--- src/rtl/comms_pkg.sv ---
// Shared types and encodings for the checkers board-exchange link controller.
package comms_pkg;

    localparam int unsigned FRAME_WIDTH = 256;

    typedef enum logic [2:0] {
        ST_IDLE = 3'd0,
        ST_ARM  = 3'd1,
        ST_SEND = 3'd2,
        ST_RECV = 3'd3,
        ST_CAP  = 3'd4,
        ST_ERR  = 3'd5
    } state_t;

    localparam logic [1:0] SS_IDLE = 2'd0;
    localparam logic [1:0] SS_ARM  = 2'd1;
    localparam logic [1:0] SS_SEND = 2'd2;
    localparam logic [1:0] SS_ERR  = 2'd3;

    localparam logic [1:0] RS_IDLE = 2'd0;
    localparam logic [1:0] RS_RECV = 2'd1;
    localparam logic [1:0] RS_CAP  = 2'd2;
    localparam logic [1:0] RS_ERR  = 2'd3;

endpackage

--- src/rtl/edge_sync.sv ---
// Two-flop synchronizer with a registered-history rising-edge pulse.
module edge_sync (
    input  logic clk,
    input  logic rst,
    input  logic d,
    output logic level,
    output logic rise
);

    logic [1:0] sync_q;
    logic       prev_q;

    always_ff @(posedge clk) begin
        if (!rst) begin
            sync_q <= '0;
            prev_q <= 1'b0;
        end else begin
            sync_q <= {sync_q[0], d};
            prev_q <= sync_q[1];
        end
    end

    assign level = sync_q[1];
    assign rise  = sync_q[1] & ~prev_q;

endmodule

--- src/rtl/comms_turn_ctrl.sv ---
// Turn-token sequencer for the serial board exchange: send local board, then receive peer board.
module comms_turn_ctrl
    import comms_pkg::*;
#(
    parameter int unsigned WIDTH      = FRAME_WIDTH,
    parameter int unsigned TIMEOUT    = 50000000,
    parameter bit          FIRST_TURN = 1'b1
) (
    input  logic             clk,
    input  logic             rst,
    input  logic             moveReq,
    input  logic [WIDTH-1:0] localBoard,
    input  logic             readyForSend,
    input  logic             clkOutMon,
    input  logic             clkInMon,
    input  logic [WIDTH-1:0] receiveBuffer,
    input  logic             errClr,
    output logic             startTransfer,
    output logic [WIDTH-1:0] sendBuffer,
    output logic [WIDTH-1:0] remoteBoard,
    output logic             newData,
    output logic             myTurn,
    output logic [1:0]       sendState,
    output logic [1:0]       receiveState,
    output logic             moveAck
);

    localparam int unsigned CW = $clog2(WIDTH + 1);
    localparam int unsigned TW = $clog2(TIMEOUT);

    state_t           state_q, state_d;
    logic [CW-1:0]    bit_q, bit_d;
    logic [TW-1:0]    to_q, to_d;
    logic             turn_q, turn_d;
    logic [WIDTH-1:0] send_q, send_d;
    logic [WIDTH-1:0] remote_q, remote_d;
    logic             start_q, start_d;
    logic             new_q, new_d;
    logic             ack_q, ack_d;
    logic [1:0]       rs_q, rs_d;

    logic ready_lvl, ready_rise, out_lvl, out_rise, in_lvl, in_rise;
    logic timeout;

    edge_sync u_ready (.clk(clk), .rst(rst), .d(readyForSend), .level(ready_lvl), .rise(ready_rise));
    edge_sync u_out   (.clk(clk), .rst(rst), .d(clkOutMon),    .level(out_lvl),   .rise(out_rise));
    edge_sync u_in    (.clk(clk), .rst(rst), .d(clkInMon),     .level(in_lvl),    .rise(in_rise));

    // Timeout outranks a bit edge arriving in the same cycle.
    assign timeout = (state_q inside {ST_ARM, ST_SEND, ST_RECV}) && (to_q == TW'(TIMEOUT - 1));

    always_comb begin
        state_d  = state_q;
        bit_d    = bit_q;
        to_d     = to_q;
        turn_d   = turn_q;
        send_d   = send_q;
        remote_d = remote_q;
        start_d  = 1'b0;
        new_d    = 1'b0;
        ack_d    = 1'b0;
        rs_d     = rs_q;
        unique case (state_q)
            ST_IDLE: if (moveReq) begin
                send_d  = localBoard;
                ack_d   = 1'b1;
                to_d    = '0;
                state_d = ST_ARM;
            end
            ST_ARM: begin
                if (timeout) begin
                    to_d    = '0;
                    state_d = ST_ERR;
                end else if (ready_lvl) begin
                    start_d = 1'b1;
                    bit_d   = '0;
                    to_d    = '0;
                    state_d = ST_SEND;
                end else begin
                    to_d = to_q + TW'(1);
                end
            end
            ST_SEND: begin
                if (timeout) begin
                    to_d    = '0;
                    state_d = ST_ERR;
                end else if (out_rise) begin
                    to_d = '0;
                    if (bit_q == CW'(WIDTH - 1)) begin
                        bit_d   = '0;
                        turn_d  = 1'b0;
                        rs_d    = RS_RECV;
                        state_d = ST_RECV;
                    end else begin
                        bit_d = bit_q + CW'(1);
                    end
                end else begin
                    to_d = to_q + TW'(1);
                end
            end
            ST_RECV: begin
                if (timeout) begin
                    to_d    = '0;
                    state_d = ST_ERR;
                end else if (in_rise) begin
                    to_d = '0;
                    if (bit_q == CW'(WIDTH - 1)) begin
                        bit_d    = '0;
                        remote_d = receiveBuffer;
                        new_d    = 1'b1;
                        rs_d     = RS_CAP;
                        state_d  = ST_CAP;
                    end else begin
                        bit_d = bit_q + CW'(1);
                    end
                end else begin
                    to_d = to_q + TW'(1);
                end
            end
            ST_CAP: begin
                turn_d  = 1'b1;
                to_d    = '0;
                state_d = ST_IDLE;
            end
            ST_ERR: if (errClr) begin
                bit_d   = '0;
                to_d    = '0;
                rs_d    = turn_q ? RS_IDLE : RS_RECV;
                state_d = turn_q ? ST_IDLE : ST_RECV;
            end
            default: state_d = ST_ERR;
        endcase
    end

    always_ff @(posedge clk) begin
        if (!rst) begin
            state_q  <= FIRST_TURN ? ST_IDLE : ST_RECV;
            bit_q    <= '0;
            to_q     <= '0;
            turn_q   <= FIRST_TURN;
            send_q   <= '0;
            remote_q <= '0;
            start_q  <= 1'b0;
            new_q    <= 1'b0;
            ack_q    <= 1'b0;
            rs_q     <= FIRST_TURN ? RS_IDLE : RS_RECV;
        end else begin
            state_q  <= state_d;
            bit_q    <= bit_d;
            to_q     <= to_d;
            turn_q   <= turn_d;
            send_q   <= send_d;
            remote_q <= remote_d;
            start_q  <= start_d;
            new_q    <= new_d;
            ack_q    <= ack_d;
            rs_q     <= rs_d;
        end
    end

    always_comb begin
        unique case (state_q)
            ST_ARM:  sendState = SS_ARM;
            ST_SEND: sendState = SS_SEND;
            ST_ERR:  sendState = SS_ERR;
            default: sendState = SS_IDLE;
        endcase
        unique case (state_q)
            ST_RECV: receiveState = RS_RECV;
            ST_ERR:  receiveState = RS_ERR;
            default: receiveState = rs_q;
        endcase
    end

    assign startTransfer = start_q;
    assign sendBuffer    = send_q;
    assign remoteBoard   = remote_q;
    assign newData       = new_q;
    assign myTurn        = turn_q;
    assign moveAck       = ack_q;

endmodule

--- config.mk ---
export PLATFORM = sky130hd
export DESIGN_NAME = comms_turn_ctrl
export DESIGN_NICKNAME = d
export VERILOG_FILES = /design/src/rtl/comms_pkg.sv /design/src/rtl/edge_sync.sv /design/src/rtl/comms_turn_ctrl.sv
export SDC_FILE = /design/constraint.sdc
export NUM_CORES = 1
export LEC_CHECK = 0
export CAP_MARGIN = 20
export CORE_AREA = 4 4 402 404
export DETAILED_ROUTE_END_ITERATION = 8
export DIE_AREA = 0 0 406 408
export GPL_TIMING_DRIVEN = 0
export SKIP_LAST_GASP = 1
export SLEW_MARGIN = 10
export SYNTH_ARGS = -nofsm -noshare
export SYNTH_HDL_FRONTEND = slang
export SYNTH_SLANG_ARGS = --single-unit
--- constraint.sdc ---
create_clock -name clk -period 2.5 [get_ports clk]
set_input_delay 0.625 -clock clk [delete_from_list [all_inputs] [get_ports clk]]
set_output_delay 0.625 -clock clk [all_outputs]
set_load 0.1 [all_outputs]
==> impl_metrics.ini <==
[hold_path]
worstHoldStart = u_ready.sync_q[0]
holdPathEnd = u_ready.sync_q[1]
hold_class = reg2reg
holdPathStages = 1

[critical_path]
cp-startpoint = to_q[8]
cp.required_ns = 3.01
path_class = reg2reg
cp_max_fo = 10
cp_data_arrival_time_ns = 3.35
crit_path_end_kind = flop
rrSetupSlack_ns = -0.34
ff2ff_path_depth = 13
r2r_end = remoteBoard[215]
crit_path_start_kind = flop
reg2reg_from = to_q[8]

[routing]
wl_per_cell_microns = 25.2
drt-pass1-iter-count = 5
totalWireLength_microns = 148000
remaining_drc_errors = 0
antenna_left = 0
via_count = 23600
first_iter_violations = 1862
vias_per_cell = 4.02

[sta]
tightest_slew_ns = 1.21
fin_skew_ns = 0.0447
fmax_ghz = 0.352
slew_violations = 0
max-slew-margin-rel = 0.196
hold_slack_ns = 0.441
rsz0062_at_grt = true
worst_slack_ns = -0.342
period_minus_slack_ns = 2.84
post-route-period-util = 1.14
hold_viol = 0
finalSetupViolations = 638

[place]
place_congestion = 0.992
dpl.hpwl_microns = 126000
io_buffers = 1038
place_area_sq_um = 35000

[clock_tree]
ctsLongestPathBuffers = 3
h-tree-depth = 3
cts_tree = built
cts_hold_buf = 0
root_buffer = clkbuf_16
numCtsBuffers = 71
clk_pin_slew_worst_paths_ns = 0.06
worstSkewPairLatency_ns = 0.66
cts.sinks = 564

[power]
max-vdd-ir-drop_uv = 531
p_leak_nw = 14.5
finalPower_mw = 33.0
power_density_nw_per_um2 = 873

[floorplanning]
core_sq_um = 158000
ios = 1039
row_count = 146
die_h_microns = 408
die_w_microns = 406
die_area_sq_um = 166000
start_util = 0.133

[cells_and_area]
fillers = 17300
final_common_cell = nand2_1
final_nets = 4252
drive_gt1_frac = 0.0851
layout_common_cells = 800 x nand2_1, 704 x clkdlybuf4s50_1, 559 x dfxtp_1, 298 x dlygate4sd2_1, 266 x nand3_1
area_delta_synth_final_pct = 79.9
fin_area_sq_um = 37800

[global_routing]
grt_pass1_wl_microns = 196000
grt_max_degree = 14
grt_pass1_vias = 22500
groute.usage.overall = 0.171
grt-ovfl-total = 0
antenna_found_initial = 32

[synth]
synth_edf_count = 0
ys_top_cells_by_area = dfxtp_1 54%, nand2_1 14%, a21boi_0 9.2%
synth_top_area_frac = 0.537
ys.flop_type = dfxtp_1
syn_area_sq_um = 21000
syn-instance-count = 2554
syn_nets = 3075
ys_warn_count = 0
postSynthAreaPerCell_sq_um = 8.23
synth_async_sr_flop_share = 0
ys_types = 53
yosysTopAreaCell = dfxtp_1
yosys_register_bits = 564
synth-seq-area-share = 0.537

[status]
status = complete, but fails checks
violations = negative setup slack

[flow_run]
cap_violations = 0
==> power breakdown <==
group	internal (mW)	switching, mW
sequential	9.75	0.427
combinational	2.71	8.91
clock	6.77	4.45
==> synthesized netlist by cell type, types with 2 or more instances <==
library cell	count
a2bb2oi_1	2
nand3b_1	2
inv_1	5
o21ai_2	6
xnor2_1	10
and4_1	3
a21oi_1	11
a21boi_0	257
nand2_1	801
buf_2	21
or4_1	2
nand4_1	10
nand3_1	276
or3_1	2
o21ai_1	74
nor2b_1	6
and3_1	7
o21a_1	2
buf_1	10
clkbuf_1	169
o31ai_1	2
o21ai_0	189
dfxtp_1	564
nor3_1	8
xor2_1	16
o22ai_1	4
nor2_1	41
mux2i_1	2
o22a_1	2
nand2b_1	5
buf_6	11
ha_1	2
and2_1	12
==> stage by stage <==
stage	setup slack [ns]	util	instances	TNS [ns]
2_1_floorplan	0.00227	-	2554	0
3_3_place_gp	-2.62	0.215	5664	-888.09
3_5_place_dp	-1.14	0.222	5717	-399.18
4_1_cts	-0.347	0.238	5856	-165.91
5_1_grt	-0.427	0.239	5864	-178.12
6_report	-0.342	0.239	5879	-107.94
==> routing by layer <==
layer | up-vias | wire length, microns | track usage
met1 | 11400 | 59400 | 0.207
met2 | 1078 | 69200 | 0.282
li1 | 10900 | - | -
met5 | - | 132 | 0
met3 | 222 | 13100 | 0.0484
met4 | 20 | 6330 | 0.0749
==> critical path, stage by stage (launching register included) <==
cell and delay [ns]:
dfxtp_2 0.33, or4b_4 0.55, nor4_4 0.29, and3_1 0.21
buf_6 0.11, nor4_4 0.04, buf_12 0.15, buf_12 0.15
buf_12 0.15, buf_16 0.15, bufbuf_16 0.28, buf_6 0.14
nand3_1 0.09, o21ai_1 0.07
==> kinds of logic (layout without fill, tap and decap cells) <==
logic type | Yosys count | in the layout | share of synthesized area
XOR/XNOR | 26 | 26 | 0.0108
flip-flops | 564 | 564 | 0.537
other | 0 | 21 | 0
adder cells (fa/ha/maj) | 2 | 2 | 0.00119
multiplexers | 2 | 2 | 0.000953
AO/OA/AOI/OAI | 560 | 560 | 0.168
buffers and inverters | 217 | 1449 | 0.0441
AND/OR/NAND/NOR | 1183 | 1183 | 0.237
==> registers in the layout (all words and copies together) (netlist names) <==
signal and count:
newData 1, u_out.sync_q 2, state_q 3, moveAck 1, remoteBoard 256, myTurn 1, to_q 26, u_in.prev_q 1
startTransfer 1, sendBuffer 256, u_ready.sync_q 2, bit_q 9, u_out.prev_q 1, rs_q 2, u_in.sync_q 2
==> worst max path at each step <==
stage / endpoint / cells after the start
2_1_floorplan: receiveState[1] / 4
3_3_place_gp: rs_q[0] / 6
3_5_place_dp: remoteBoard[253] / 11
4_1_cts: remoteBoard[227] / 13
5_1_grt: remoteBoard[211] / 13
6_report: remoteBoard[215] / 13
==> area by class of cell <==
cell class	instances	area, sq um	share of cell area
clock buffers	98	2030	0.0537
well taps	2072	2590	0.0686
clock inverters	30	474	0.0125
diodes	21	52.6	0.00139
flip-flops and latches	564	11300	0.299
plain buffers	211	1130	0.0300
inverters	5	18.8	0.000497
repair buffers	1105	11300	0.298
multi-input cells	1773	8950	0.237
==> repair_timing <==
| item | in CTS | in global routing |
|---|---|---|
| gates resized for setup | 408 | 49 |
| pin swaps | 7 | 4 |
| endpoints found under the setup margin | 1006 | 998 |
| setup buffers | 10 | 3 |
| gates cloned | 2 | 0 |
(Power assumes the default switching activity.)
